--- src/rtl/fetch_ctrl.sv ---
// Instruction fetch controller: issues word reads to a fixed-latency memory and
// delivers fetched instructions to decode through an output register plus a 1-entry skid.
module fetch_ctrl #(
  parameter int          NUM_INSTR = 5,
  parameter logic [31:0] RESET_PC  = 32'h0,
  parameter int          ADDR_W    = 8
) (
  input  logic              clk,
  input  logic              reset,
  output logic              imem_req,
  output logic [ADDR_W-1:0] imem_addr,
  input  logic [31:0]       imem_rdata,
  input  logic              redirect_valid,
  input  logic [31:0]       redirect_pc,
  output logic              if_valid,
  output logic [31:0]       if_pc,
  output logic [31:0]       if_instr,
  input  logic              id_ready,
  output logic              halted
);

  localparam logic RUN  = 1'b0;
  localparam logic HALT = 1'b1;
  localparam logic [31:0] NUM_LIMIT = 32'(NUM_INSTR);

  logic        state_q, state_d;
  logic [31:0] pc_q, pc_d;
  logic        live_q;
  logic        inflight_q, inflight_d;
  logic [31:0] inflightPc_q, inflightPc_d;
  logic        outValid_q, outValid_d;
  logic [31:0] outPc_q, outPc_d;
  logic [31:0] outInstr_q, outInstr_d;
  logic        skidValid_q, skidValid_d;
  logic [31:0] skidPc_q, skidPc_d;
  logic [31:0] skidInstr_q, skidInstr_d;

  logic        inRange;
  logic        consume;
  logic        issue;
  logic        outFree;
  logic [31:0] redirectTarget;

  assign inRange        = ({2'b00, pc_q[31:2]} < NUM_LIMIT);
  assign consume        = outValid_q & id_ready;
  assign outFree        = ~outValid_q | consume;
  assign redirectTarget = redirect_pc & 32'hFFFF_FFFC;

  // live_q holds off the first request until reset has been sampled high once.
  assign issue = reset & live_q & (state_q == RUN) & inRange & ~skidValid_q
               & ~(inflight_q & outValid_q & ~id_ready) & ~redirect_valid;

  assign imem_req  = issue;
  assign imem_addr = pc_q[ADDR_W+1:2];
  assign if_valid  = outValid_q;
  assign if_pc     = outPc_q;
  assign if_instr  = outValid_q ? outInstr_q : 32'h0;
  assign halted    = (state_q == HALT);

  always_comb begin
    state_d      = state_q;
    pc_d         = pc_q;
    inflight_d   = 1'b0;
    inflightPc_d = inflightPc_q;
    outValid_d   = outValid_q;
    outPc_d      = outPc_q;
    outInstr_d   = outInstr_q;
    skidValid_d  = skidValid_q;
    skidPc_d     = skidPc_q;
    skidInstr_d  = skidInstr_q;

    if (issue) begin
      pc_d         = pc_q + 32'd4;
      inflight_d   = 1'b1;
      inflightPc_d = pc_q;
    end

    // The skid entry is always older than any returning data, so it refills first.
    if (outFree) begin
      if (skidValid_q) begin
        outValid_d  = 1'b1;
        outPc_d     = skidPc_q;
        outInstr_d  = skidInstr_q;
        skidValid_d = 1'b0;
      end else if (inflight_q) begin
        outValid_d = 1'b1;
        outPc_d    = inflightPc_q;
        outInstr_d = imem_rdata;
      end else begin
        outValid_d = 1'b0;
      end
    end else if (inflight_q) begin
      skidValid_d = 1'b1;
      skidPc_d    = inflightPc_q;
      skidInstr_d = imem_rdata;
    end

    if (state_q == RUN && !inRange && !inflight_q && !skidValid_q && outFree) begin
      state_d = HALT;
    end

    if (redirect_valid) begin
      pc_d        = redirectTarget;
      state_d     = RUN;
      outValid_d  = 1'b0;
      skidValid_d = 1'b0;
      inflight_d  = 1'b0;
    end
  end

  always_ff @(posedge clk) begin
    if (!reset) begin
      state_q      <= RUN;
      pc_q         <= RESET_PC;
      live_q       <= 1'b0;
      inflight_q   <= 1'b0;
      inflightPc_q <= 32'h0;
      outValid_q   <= 1'b0;
      outPc_q      <= 32'h0;
      outInstr_q   <= 32'h0;
      skidValid_q  <= 1'b0;
      skidPc_q     <= 32'h0;
      skidInstr_q  <= 32'h0;
    end else begin
      state_q      <= state_d;
      pc_q         <= pc_d;
      live_q       <= 1'b1;
      inflight_q   <= inflight_d;
      inflightPc_q <= inflightPc_d;
      outValid_q   <= outValid_d;
      outPc_q      <= outPc_d;
      outInstr_q   <= outInstr_d;
      skidValid_q  <= skidValid_d;
      skidPc_q     <= skidPc_d;
      skidInstr_q  <= skidInstr_d;
    end
  end

endmodule
--- config.mk ---
export PLATFORM = sky130hd
export DESIGN_NAME = fetch_ctrl
export DESIGN_NICKNAME = d
export VERILOG_FILES = /design/src/rtl/fetch_ctrl.sv
export SDC_FILE = /design/constraint.sdc
export NUM_CORES = 1
export LEC_CHECK = 0
export CORE_MARGIN = 3
export CORE_UTILIZATION = 50
export DETAILED_ROUTE_END_ITERATION = 8
export GPL_TIMING_DRIVEN = 0
export PLACE_DENSITY = 0.77
export SYNTH_ARGS = -nofsm -noshare
export SYNTH_HDL_FRONTEND = slang
export SYNTH_SLANG_ARGS = --single-unit
--- constraint.sdc ---
create_clock -name clk -period 4.6 [get_ports clk]
set_clock_uncertainty 0.05 [all_clocks]
set_input_delay 0.69 -clock clk [delete_from_list [all_inputs] [get_ports clk]]
set_output_delay 0.69 -clock clk [all_outputs]
set_load 0.02 [all_outputs]
---- Yosys cells after proc, flatten, opt, wreduce, memory -nomap -nowiden ----
Cells that the tools add are included.
word-level totals
  register bits after elaboration ......... 197
  word-level logic and storage cells ...... 56
  output and inout bits ................... 75
cells by class
  bitwise logic cells ..................... 18
  $add $sub $neg .......................... 1
  reductions and logical operators ........ 13
  order comparisons ....................... 1
  multiplexer cells ....................... 11
operators with widths
  kind                                                  count
  2-to-1 mux 32 bit                                     7
  adder 32 x 3 -> 32 bit (second input constant)        1
  < comparator 30 x 3 -> 1 bit (second input constant)  1
  bitwise AND 1 bit                                     9
  inverter 1 bit                                        8
  logical AND 1 bit                                     4
  2-to-1 mux 1 bit                                      4
  AND reduction 2 bit                                   2
  nonzero test 2 bit                                    2
  logical NOT 1 bit                                     3
  OR reduction 3 bit                                    1
  OR reduction 2 bit                                    1
  OR 1 bit                                              1

---- Depth between registers and ports, before layout ----
  word-level depth ........................ 8
  mapped depth ............................ 6
  gate-level depth less buffers ........... 5

---- Least setup slack after synthesis ----
Ideal clock, no wire load.
  kind .................................... register to output
  from .................................... register pc_q[6]
  to ...................................... output port imem_req
  slack ................................... 2.468 ns
  arrival time ............................ 1.392 ns
  cell stages (with the launch flop) ...... 4
  required time ........................... 3.860 ns
  path through ............................ dfxtp_1 > nor4_4 > o2111ai_4 > nor4_4
on the way
  cells in the longest elaborated chain, start to end .. 5
ends and longest elaborated chain
  item                             RTL line  source
  start: declaration               27        logic [31:0] pc_q, pc_d;
  start signal: assignment         126       pc_q <= pc_d;
  < comparator 30 x 3 -> 1 bit     44        assign inRange = ({2'b00, pc_q[31:2]} < NUM_LIMIT);
  bitwise AND 1 bit (2 in series)  50        assign issue = reset & live_q & (state_q == RUN) & inRange & ~skidValid_q
  bitwise AND 1 bit (2 in series)  51        & ~(inflight_q & outValid_q & ~id_ready) & ~redirect_valid;
  end: declaration                 10        output logic imem_req,
No other way between the ends.

---- Worst setup path in the final report ----
  from .................................... input port reset
  to ...................................... output port imem_req
on the way
  cells in the longest elaborated chain, start to end .. 6
ends and longest elaborated chain
  item                             RTL line  source
  start: declaration               9         input logic reset,
  bitwise AND 1 bit (4 in series)  50
  bitwise AND 1 bit (2 in series)  51
No other way between the ends.

==> impl_metrics.py <==
metrics = {
    "outcome": {
        "run_status": "completed",
    },
    "routing": {
        "drc": 0,
        "num_vias": 5961,
        "postRouteWirelength_um": 17100,
        "wl_per_cell_um": 14.7,
        "dr.pass1.iters": 5,
        "drt_first_iter_violations": 338,
        "drtAntennaViolNets": 0,
        "via_per_inst": 5.12,
    },
    "power": {
        "clkPwrFrac": 0.459,
        "p_int_uw": 2730,
        "combPwrFrac": 0.059,
        "leakagePower_uw": 0.00337,
        "power.density_nw_per_um2": 355,
        "p_sw_frac": 0.209,
        "p_seq_frac": 0.483,
        "p_sw_uw": 724,
        "ir_worst_vdd_v": 0.000239,
        "power_uw": 3460,
    },
    "sta": {
        "slew_viol_final": 0,
        "fin_crit_sh": 0.743,
        "hold_viol_final": 0,
        "worstMarginPinSlew_ns": 0.643,
        "hold-worst-slack_ns": 0.403,
        "slew_headroom": 0.571,
        "final-setup-viol-count": 0,
        "fin_tns_setup_ns": 0,
        "max_freq_ghz": 0.293,
        "fin_crit_ns": 3.42,
        "rsz0062_at_grt": "false",
    },
    "placed_design": {
        "gp_congestion": 0.856,
        "io_buffers": 138,
        "dp.cells": 1133,
        "place_hpwl_um": 12000,
    },
    "grt": {
        "grt_util_met3": 0.0531,
        "use_met1": 0.271,
        "grt_max_degree": 17,
        "grt.busiest_layer": "met2",
        "grt_overflow": 0,
        "grt_pass1_vias": 5686,
        "grt_pass1_wl_um": 27800,
        "globalRouteMet2Util": 0.341,
        "track_usage": 0.210,
        "antenna_found_initial": 0,
    },
    "critical_path": {
        "cp-start-kind": "primary input",
        "worstSetupPathType": "in -> out",
        "crit_arrival_ns": 2.68,
        "critPathCaptureType": "output pin",
        "crit_fanout": 5,
        "crit_required_ns": 3.86,
    },
    "worst_hold_path": {
        "worstHoldPathType": "reg -> reg",
    },
    "clock_network": {
        "cts-htree-levels": 4,
        "insertion_delay_ns": 0.43,
        "cts_tree": "done",
        "postCtsSetupBuffers": 0,
        "postCtsResizedCells": 0,
        "clk_pin_slew_worst_paths_ns": 0.06,
        "clockBufferDepth": 2,
        "postCtsHoldBufs": 0,
        "cts_root_buf": "clkbuf_16",
        "cts_buffers": 17,
        "clock-sinks": 189,
    },
    "yosys": {
        "synth_area_sq_um": 7480,
        "postSynthAreaPerCell_sq_um": 9.24,
        "synth-async-reset-ratio": 0,
        "ys_seq_area_frac": 0.506,
        "ys.flop_type": "dfxtp_1",
        "synthAdderAreaFrac": 0.00334,
        "syn_inst": 810,
        "synth_top_family_by_area": "simple AND/OR/NAND/NOR gates",
        "synthSimpleGateAreaFrac": 0.197,
        "synth-edff-count": 0,
        "synth-compound-area-share": 0.119,
        "synth_xor_area_frac": 0.00117,
        "synth_seq_cells": 189,
        "ys.warnings.count": 0,
        "synthMuxAreaShare": 0.126,
        "yosysUniqueCellTypes": 40,
    },
    "layout": {
        "fin_nets": 1038,
        "final_cells": 1165,
        "final_cell_mix": "dfxtp_1 (189), clkdlybuf4s50_1 (138), nand2_1 (133)",
        "diodes": 0,
        "syn2layout_area_growth_pct": 30.1,
        "layout-drive-gt1-share": 0.0775,
        "layout.cells.most_common": "dfxtp_1",
        "fillers": 1218,
    },
    "floorplan": {
        "fp.dieW_um": 128,
        "start_util": 0.513,
        "core_sq_um": 14600,
        "pin_count": 143,
        "die_h_um": 128,
        "std_cell_rows": 44,
        "die-area_sq_um": 16500,
    },
    "run": {
        "cap_violations": 0,
    },
}
==> kinds of logic after synthesis <==
| family | Yosys count |
|---|---|
| xor+xnor | 1 |
| buf+inv | 74 |
| mux | 94 |
| flops | 189 |
| simple gates | 313 |
| fa+ha+maj | 2 |
| compound gates | 136 |
| other cells | 1 |
==> power groups by stage <==
stage | clock, uW | sequential [uW] | combinational (uW)
floorplan | 0 | 1700 | 105
global placement | 0 | 1710 | 200
detailed placement | 0 | 1710 | 202
CTS | 1610 | 1670 | 204
global route | 1670 | 1670 | 222
finish | 1590 | 1670 | 203
==> cell usage after synthesis, types with 2 or more instances <==
cell / n / area share
nand2_1: 133 / 0.067
inv_1: 4 / 0.0020
nor4_4: 4 / 0.011
nand2b_1: 2 / 0.0017
ha_1: 2 / 0.0033
buf_1: 8 / 0.0040
a211oi_1: 63 / 0.063
nor2_1: 94 / 0.047
and2_1: 59 / 0.049
buf_4: 11 / 0.011
a21oi_1: 63 / 0.042
nor4_1: 5 / 0.0042
buf_2: 22 / 0.015
nor3_1: 3 / 0.0020
nand3_1: 2 / 0.0013
o211ai_1: 2 / 0.0020
clkbuf_1: 27 / 0.014
mux2i_1: 93 / 0.12
dfxtp_1: 189 / 0.51
o21ai_0: 4 / 0.0027
==> worst max-delay path, cell delays in order <==
cell and delay [ns]:
clkdlybuf4s50_1 0.59, nand4bb_1 0.20, nand2b_4 0.21, nor4_4 0.29, clkdlybuf4s50_1 0.69
==> flip-flops by register name, summed over array words and instances (netlist names) <==
register	cells
if_valid	1
outInstr_q	32
halted	1
skidPc_q	30
live_q	1
if_pc	30
inflightPc_q	30
pc_q	30
skidValid_q	1
inflight_q	1
skidInstr_q	32
==> metal layers <==
metal  share of wire  vias to the layer above
met1            0.45                     2729
met4           0.018                        0
met3           0.059                       26
li1                -                     3054
met2            0.47                      152
met5               0                        -
==> final timing paths <==
| kind | startpoint | endpoint | slack, ns | cells after the start |
|---|---|---|---|---|
| setup / recovery | reset | imem_req | 1.18 | 5 |
| hold / removal | skidPc_q[2]$_SDFFE_PN0P_ | skidPc_q[2]$_SDFFE_PN0P_ | 0.40 | 2 |
| setup reg to reg | skidValid_q$_SDFFE_PP0P_ | if_pc[4]$_SDFFE_PN0P_ | 2.50 | 6 |
| hold reg to reg | skidPc_q[2]$_SDFFE_PN0P_ | skidPc_q[2]$_SDFFE_PN0P_ | 0.40 | 2 |
==> final cells by class <==
| type | count | area [sq um] | share of cell area |
|---|---|---|---|
| inverter | 5 | 18.8 | 0.00193 |
| clock buffer | 20 | 447 | 0.0459 |
| sequential | 189 | 3780 | 0.389 |
| buffer | 69 | 335 | 0.0344 |
| multi-input combinational | 548 | 3350 | 0.344 |
| timing repair buffer | 138 | 1380 | 0.142 |
| tap | 184 | 230 | 0.0236 |
| clock inverter | 12 | 193 | 0.0198 |
==> per-stage QoR <==
stage                     setup slack, ns   util  cell area (sq um)
final                                1.18  0.667               9740
after global placement               1.19  0.624               9100
after global routing                0.987  0.667               9740
after detailed placement             1.18  0.624               9100
after floorplan                      2.47      -               7490
after CTS                            1.18  0.667               9740
Note: power is estimated with default switching activity, not from simulation.
